===== src/rtl/dot_vec_pkg.sv =====
// Shared types and helpers for the dot-product vector streamer.
// Holds the FSM state encoding, operand/result widths and the vector unpacker.
package dot_vec_pkg;

  localparam int OPW  = 4;
  localparam int RESW = 10;
  localparam int VECW = 32;

  typedef enum logic [1:0] {
    IDLE,
    ISSUE,
    DRAIN,
    DONE
  } state_e;

  typedef struct packed {
    logic [OPW-1:0] a;
    logic [OPW-1:0] b;
    logic [OPW-1:0] c;
    logic [OPW-1:0] d;
    logic [OPW-1:0] e;
    logic [OPW-1:0] f;
    logic [OPW-1:0] g;
    logic [OPW-1:0] h;
  } vec_ops_t;

  // Operand a sits in the most significant nibble, h in the least.
  function automatic vec_ops_t unpack_vec(input logic [VECW-1:0] w);
    vec_ops_t v;
    v.a = w[7*OPW +: OPW];
    v.b = w[6*OPW +: OPW];
    v.c = w[5*OPW +: OPW];
    v.d = w[4*OPW +: OPW];
    v.e = w[3*OPW +: OPW];
    v.f = w[2*OPW +: OPW];
    v.g = w[1*OPW +: OPW];
    v.h = w[0*OPW +: OPW];
    return v;
  endfunction

endpackage


===== src/rtl/dot_vec_tracker.sv =====
// LAT-deep valid+tag shift register that follows issued items through a
// fixed-latency pipeline; the tail marks when a result is due.
module dot_vec_tracker #(
  parameter int LAT = 2,
  parameter int IW  = 2
) (
  input  logic          i_clk,
  input  logic          i_rst,
  input  logic          i_vld,
  input  logic [IW-1:0] i_idx,
  output logic          o_tail_vld,
  output logic [IW-1:0] o_tail_idx,
  output logic          o_empty
);

  logic [LAT-1:0] vld_q;
  logic [IW-1:0]  idx_q [LAT];

  always_ff @(posedge i_clk or posedge i_rst) begin
    if (i_rst) begin
      vld_q <= '0;
      for (int i = 0; i < LAT; i++) idx_q[i] <= '0;
    end else begin
      vld_q[0] <= i_vld;
      idx_q[0] <= i_idx;
      for (int i = 1; i < LAT; i++) begin
        vld_q[i] <= vld_q[i-1];
        idx_q[i] <= idx_q[i-1];
      end
    end
  end

  assign o_tail_vld = vld_q[LAT-1];
  assign o_tail_idx = idx_q[LAT-1];
  assign o_empty    = ~|vld_q;

endmodule


===== src/rtl/dot_vec_streamer.sv =====
// Streams up to DEPTH stored operand vectors into a pipelined dot-product
// unit, one per clock, and collects each returning result with its slot index.
module dot_vec_streamer
  import dot_vec_pkg::*;
#(
  parameter  int DEPTH = 4,
  parameter  int LAT   = 2,
  localparam int IW    = $clog2(DEPTH)
) (
  input  logic            i_clk,
  input  logic            i_rst,
  input  logic            i_wr_en,
  input  logic [IW-1:0]   i_wr_addr,
  input  logic [VECW-1:0] i_wr_data,
  input  logic            i_start,
  input  logic [IW:0]     i_num,
  output logic [OPW-1:0]  o_a,
  output logic [OPW-1:0]  o_b,
  output logic [OPW-1:0]  o_c,
  output logic [OPW-1:0]  o_d,
  output logic [OPW-1:0]  o_e,
  output logic [OPW-1:0]  o_f,
  output logic [OPW-1:0]  o_g,
  output logic [OPW-1:0]  o_h,
  output logic            o_issue,
  input  logic [RESW-1:0] i_dp_out,
  output logic [RESW-1:0] o_res,
  output logic [IW-1:0]   o_res_idx,
  output logic            o_res_vld,
  output logic            o_busy,
  output logic            o_done
);

  localparam logic [IW:0] DEPTH_N = (IW+1)'(DEPTH);

  state_e          state_q, state_d;
  logic [VECW-1:0] slot_q [DEPTH];
  logic [IW:0]     num_q, n_clamp;
  logic [IW-1:0]   idx_q, idx_nxt;
  vec_ops_t        ops_q;
  logic            issue_q, last_issue;
  logic [VECW-1:0] first_word;
  logic            trk_tail_vld, trk_empty;
  logic [IW-1:0]   trk_tail_idx;
  logic [RESW-1:0] res_q;
  logic [IW-1:0]   res_idx_q;
  logic            res_vld_q;

  assign n_clamp    = (i_num > DEPTH_N) ? DEPTH_N : i_num;
  assign idx_nxt    = idx_q + 1'b1;
  assign last_issue = ({1'b0, idx_q} == num_q - 1'b1);
  // A write to slot 0 in the start cycle must be seen by the first issue.
  assign first_word = (i_wr_en && i_wr_addr == '0) ? i_wr_data : slot_q[0];

  // NOTE: next-state gets its default before the case, so no latch is inferred.
  always_comb begin
    state_d = state_q;
    unique case (state_q)
      IDLE:    if (i_start) state_d = (n_clamp == '0) ? DONE : ISSUE;
      ISSUE:   if (last_issue) state_d = DRAIN;
      DRAIN:   if (trk_empty && res_vld_q) state_d = DONE;
      DONE:    state_d = IDLE;
      default: state_d = IDLE;
    endcase
  end

  always_ff @(posedge i_clk or posedge i_rst) begin
    if (i_rst) state_q <= IDLE;
    else       state_q <= state_d;
  end

  // NOTE: the slot file is reset because a run after reset must read zeros.
  always_ff @(posedge i_clk or posedge i_rst) begin
    if (i_rst) begin
      for (int i = 0; i < DEPTH; i++) slot_q[i] <= '0;
    end else if (state_q == IDLE && i_wr_en) begin
      slot_q[i_wr_addr] <= i_wr_data;
    end
  end

  always_ff @(posedge i_clk or posedge i_rst) begin
    if (i_rst) begin
      issue_q <= 1'b0;
      ops_q   <= '0;
      idx_q   <= '0;
      num_q   <= '0;
    end else begin
      issue_q <= 1'b0;
      ops_q   <= '0;
      if (state_q == IDLE && i_start && n_clamp != '0) begin
        issue_q <= 1'b1;
        ops_q   <= unpack_vec(first_word);
        idx_q   <= '0;
        num_q   <= n_clamp;
      end else if (state_q == ISSUE && !last_issue) begin
        issue_q <= 1'b1;
        ops_q   <= unpack_vec(slot_q[idx_nxt]);
        idx_q   <= idx_nxt;
      end
    end
  end

  dot_vec_tracker #(
    .LAT (LAT),
    .IW  (IW)
  ) u_tracker (
    .i_clk      (i_clk),
    .i_rst      (i_rst),
    .i_vld      (issue_q),
    .i_idx      (idx_q),
    .o_tail_vld (trk_tail_vld),
    .o_tail_idx (trk_tail_idx),
    .o_empty    (trk_empty)
  );

  always_ff @(posedge i_clk or posedge i_rst) begin
    if (i_rst) begin
      res_q     <= '0;
      res_idx_q <= '0;
      res_vld_q <= 1'b0;
    end else begin
      res_vld_q <= trk_tail_vld;
      if (trk_tail_vld) begin
        res_q     <= i_dp_out;
        res_idx_q <= trk_tail_idx;
      end
    end
  end

  assign o_a       = ops_q.a;
  assign o_b       = ops_q.b;
  assign o_c       = ops_q.c;
  assign o_d       = ops_q.d;
  assign o_e       = ops_q.e;
  assign o_f       = ops_q.f;
  assign o_g       = ops_q.g;
  assign o_h       = ops_q.h;
  assign o_issue   = issue_q;
  assign o_res     = res_q;
  assign o_res_idx = res_idx_q;
  assign o_res_vld = res_vld_q;
  assign o_busy    = (state_q == ISSUE) || (state_q == DRAIN);
  assign o_done    = (state_q == DONE);

endmodule


===== config.mk =====
export PLATFORM = sky130hd
export DESIGN_NAME = dot_vec_streamer
export DESIGN_NICKNAME = d
export VERILOG_FILES = /design/src/rtl/dot_vec_pkg.sv /design/src/rtl/dot_vec_tracker.sv /design/src/rtl/dot_vec_streamer.sv
export SDC_FILE = /design/constraint.sdc
export NUM_CORES = 1
export LEC_CHECK = 0
export CAP_MARGIN = 40
export CORE_MARGIN = 1.5
export CORE_UTILIZATION = 48
export DETAILED_ROUTE_END_ITERATION = 7
export GPL_ROUTABILITY_DRIVEN = 0
export GPL_TIMING_DRIVEN = 0
export PLACE_DENSITY = 0.69
export REMOVE_ABC_BUFFERS = 1
export SKIP_CTS_REPAIR_TIMING = 1
export SKIP_LAST_GASP = 1
export SLEW_MARGIN = 10
export SYNTH_ARGS = -nofsm -noshare
export SYNTH_HDL_FRONTEND = slang
export SYNTH_SLANG_ARGS = --single-unit

===== constraint.sdc =====
create_clock -name i_clk -period 11.76 [get_ports i_clk]
set_input_delay 2.352 -clock i_clk [delete_from_list [all_inputs] [get_ports i_clk]]
set_output_delay 2.352 -clock i_clk [all_outputs]
set_load 0.01 [all_outputs]

==> results.ini, run 1 <==
[run_status]
outcome=finished, final reports clean

[timing]
maxSlewHeadroom_pct=48.56
rsz0062_at_grt=no
timing.fmax_mhz=243.0
timing_max_transition_violations_final=0
period_share_pct=35.00
period_minus_slack_ps=4116
tightest_slew_ps=767.6
setup_violations=0
skew_ps=8.644
finalSetupTns_ps=0
setup_ws_ps=7644
finalHoldViolations=0

[detailed_routing]
drt_wl_total_mm=16.83
via_per_inst=5.528
wl_per_cell_um=19.41
via_count=4793
first_iter_violations=170
dr.pass1.iters=7
drc=0
antenna_left=0

[die]
coreArea_um2=16580
fp.dieW_um=133.5
start_util_pct=49.28
rows=47
ios=99
dieArea_um2=17820
fp.dieH_um=133.5

[layout]
fillers=1273
finalInstanceArea_um2=10080
seq_area_um2=4682
multi_input_area_um2=3167
area_delta_synth_final_pct=23.37
final_net_count=692
layout_common_cells=dfrtp_1, mux2_2, clkdlybuf4s50_1, inv_1, mux2i_1
drive_gt1_share_pct=35.09
final_common_cell=dfrtp_1
antenna_cells=0

[clock_tree]
clk_path_buf_depth=2
htreeDepth=4
numCtsBuffers=17
cts.sinks=187
insertion_delay_ps=430
clk_pin_slew_worst_paths_ps=60
cts_tree=yes
root_buffer=clkbuf_16

[synthesis]
synth_edf_count=0
netlist.area_leader.share_pct=57.27
ys_seq_area_share_pct=57.27
synth.distinct_cells=33
ys_top_cells_by_area=dfrtp_1, mux2_2, mux4_2, mux2i_1, o22ai_1
ys_ff_latch=187
async_reset_ff_share_pct=100.0
synthCells=534
synthesis.yosys.warnings=0
synth_area_per_cell_um2=15.30
yosys.area.top_type=dfrtp_1
netlist_area_um2=8172
synth_ff_type=dfrtp_1

[global_routing]
antenna_found_initial=0
grt_max_degree=96
grt_first_pass_wirelength_mm=27.03
grt_overflow_total=0
grt_usage_pct=20.04
grt_pass1_vias=5103

[worst_setup_path]
cp_top_family=simple AND/OR/NAND/NOR gates
crit_path_max_fanout=17
cp_cell_sequence=clkdlybuf4s50_1 -> nor2b_1 -> nand2_1 -> nor2_4 -> buf_16 -> mux2_2
cp-start-kind=primary input
worst-endpoint-arrival_ps=4430
critPathKind=primary input to flop
path_buf_inv=2
cp-end-kind=flop
crit_required_ps=12070
critPathSlowestCell=nor2_4
cp_slowest_stage_delay_ps=530

[pwr]
ir_drop_mv=0.1313
power_density_nw_per_um2=257.8
p_leak_nw=4.308

[placed_design]
pre_cts_slack_ps=7190
io_buffers=98
post-dp-hpwl_mm=10.60
placed_area_um2=9545

[worst_hold_path]
hp-class=flop to flop

[flow_run]
maxCapViolations=0

## through the flow
stage                     std cells  utilization [%]  power (mW)  hold WS (ps)
after floorplan                 502                -       1.749         331.2
after global placement          820            55.65       2.019         333.8
final                           867            60.79       2.599         348.1
after global routing            867            60.79       2.766         368.1
after CTS                       867            60.79       2.625         349.7
after detailed placement        836            57.56       2.092         334.7
## cell usage after synthesis, types with 2 or more instances
| cell type | n |
|---|---|
| xnor2_1 | 2 |
| nor2b_1 | 2 |
| o22ai_1 | 32 |
| nand2_1 | 5 |
| nor2_1 | 2 |
| mux2_2 | 141 |
| inv_1 | 39 |
| buf_4 | 6 |
| nand2b_1 | 3 |
| mux2i_1 | 34 |
| dfrtp_1 | 187 |
| ha_1 | 6 |
| clkbuf_1 | 2 |
| nand3_1 | 2 |
| buf_6 | 4 |
| o21ai_0 | 2 |
| mux4_2 | 32 |
| buf_2 | 18 |
## per-layer routing
layer	up-vias	part of all wire, %	track usage [%]
met5	-	0	0
met4	0	1.4	6.220
met3	21	5.0	5.099
met2	135	49	33.39
met1	2498	44	25.97
li1	2139	-	-
## kinds of logic after synthesis
group | Yosys count | synth area share [%]
and+or+nand+nor | 21 | 1.531
buffers and inverters | 71 | 4.226
AOI/OAI and AO/OA | 38 | 3.124
xor gates and xnor gates | 4 | 0.5207
muxes | 207 | 32.41
DFF | 187 | 57.27
adders and majority gates | 6 | 0.9187
## final timing paths
path	startpoint	endpoint	slack, ps	cells past startpoint
min in group asynchronous	i_rst	o_res_idx[0]	2430	2
setup reg to reg	state_q[0]	slot_q[36]	9440	5
hold / removal	u_tracker.idx_q[3]	u_tracker.o_tail_idx[1]	350	0
max in group asynchronous	i_rst	slot_q[103]	8440	3
hold reg to reg	u_tracker.idx_q[3]	u_tracker.o_tail_idx[1]	350	0
setup / recovery	i_wr_en	slot_q[96]	7640	6
## flip-flops by register name, indices dropped and copies added (netlist names)
name / flops
o_b: 4
o_g: 4
idx_q: 2
u_tracker.o_tail_idx: 2
o_res_vld: 1
o_res_idx: 2
u_tracker.idx_q: 2
state_q: 2
o_h: 4
u_tracker.vld_q: 2
o_d: 4
o_res: 10
num_q: 3
o_c: 4
o_issue: 1
o_e: 4
slot_q: 128
o_f: 4
o_a: 4
## cell type report
type	count	share of cell area [%]
clock buffers	19	4.294
clock inverters	12	1.018
inverters	39	1.527
multi-input cells	276	31.41
flip-flops and latches	187	46.44
well taps	220	2.731
repair buffers	114	12.57
## power breakdown
part | internal [mW] | switching, mW
combinational | 0.583 | 0.376
sequential | 0.940 | 0.177
clock | 0.289 | 0.235
total | 1.81 | 0.788
Note: power is estimated with default switching activity, not from simulation.
==> run 2: changes to the inputs <==
clock period = 4.32 ns   (was 11.76 ns; I/O delays follow)
==> results of run 2 <==
Same layout as run 1 (identical final DEF). Status: finished, final reports clean.
Main changes from that run: setup slack after placement 7190 ps -> 1238 ps; setup slack after layout 7644 ps -> 1692 ps; register-to-register setup slack 9440 ps -> 2000 ps; total power 2.599 mW -> 7.076 mW; worst IR drop on VDD 0.1313 mV -> 0.3575 mV
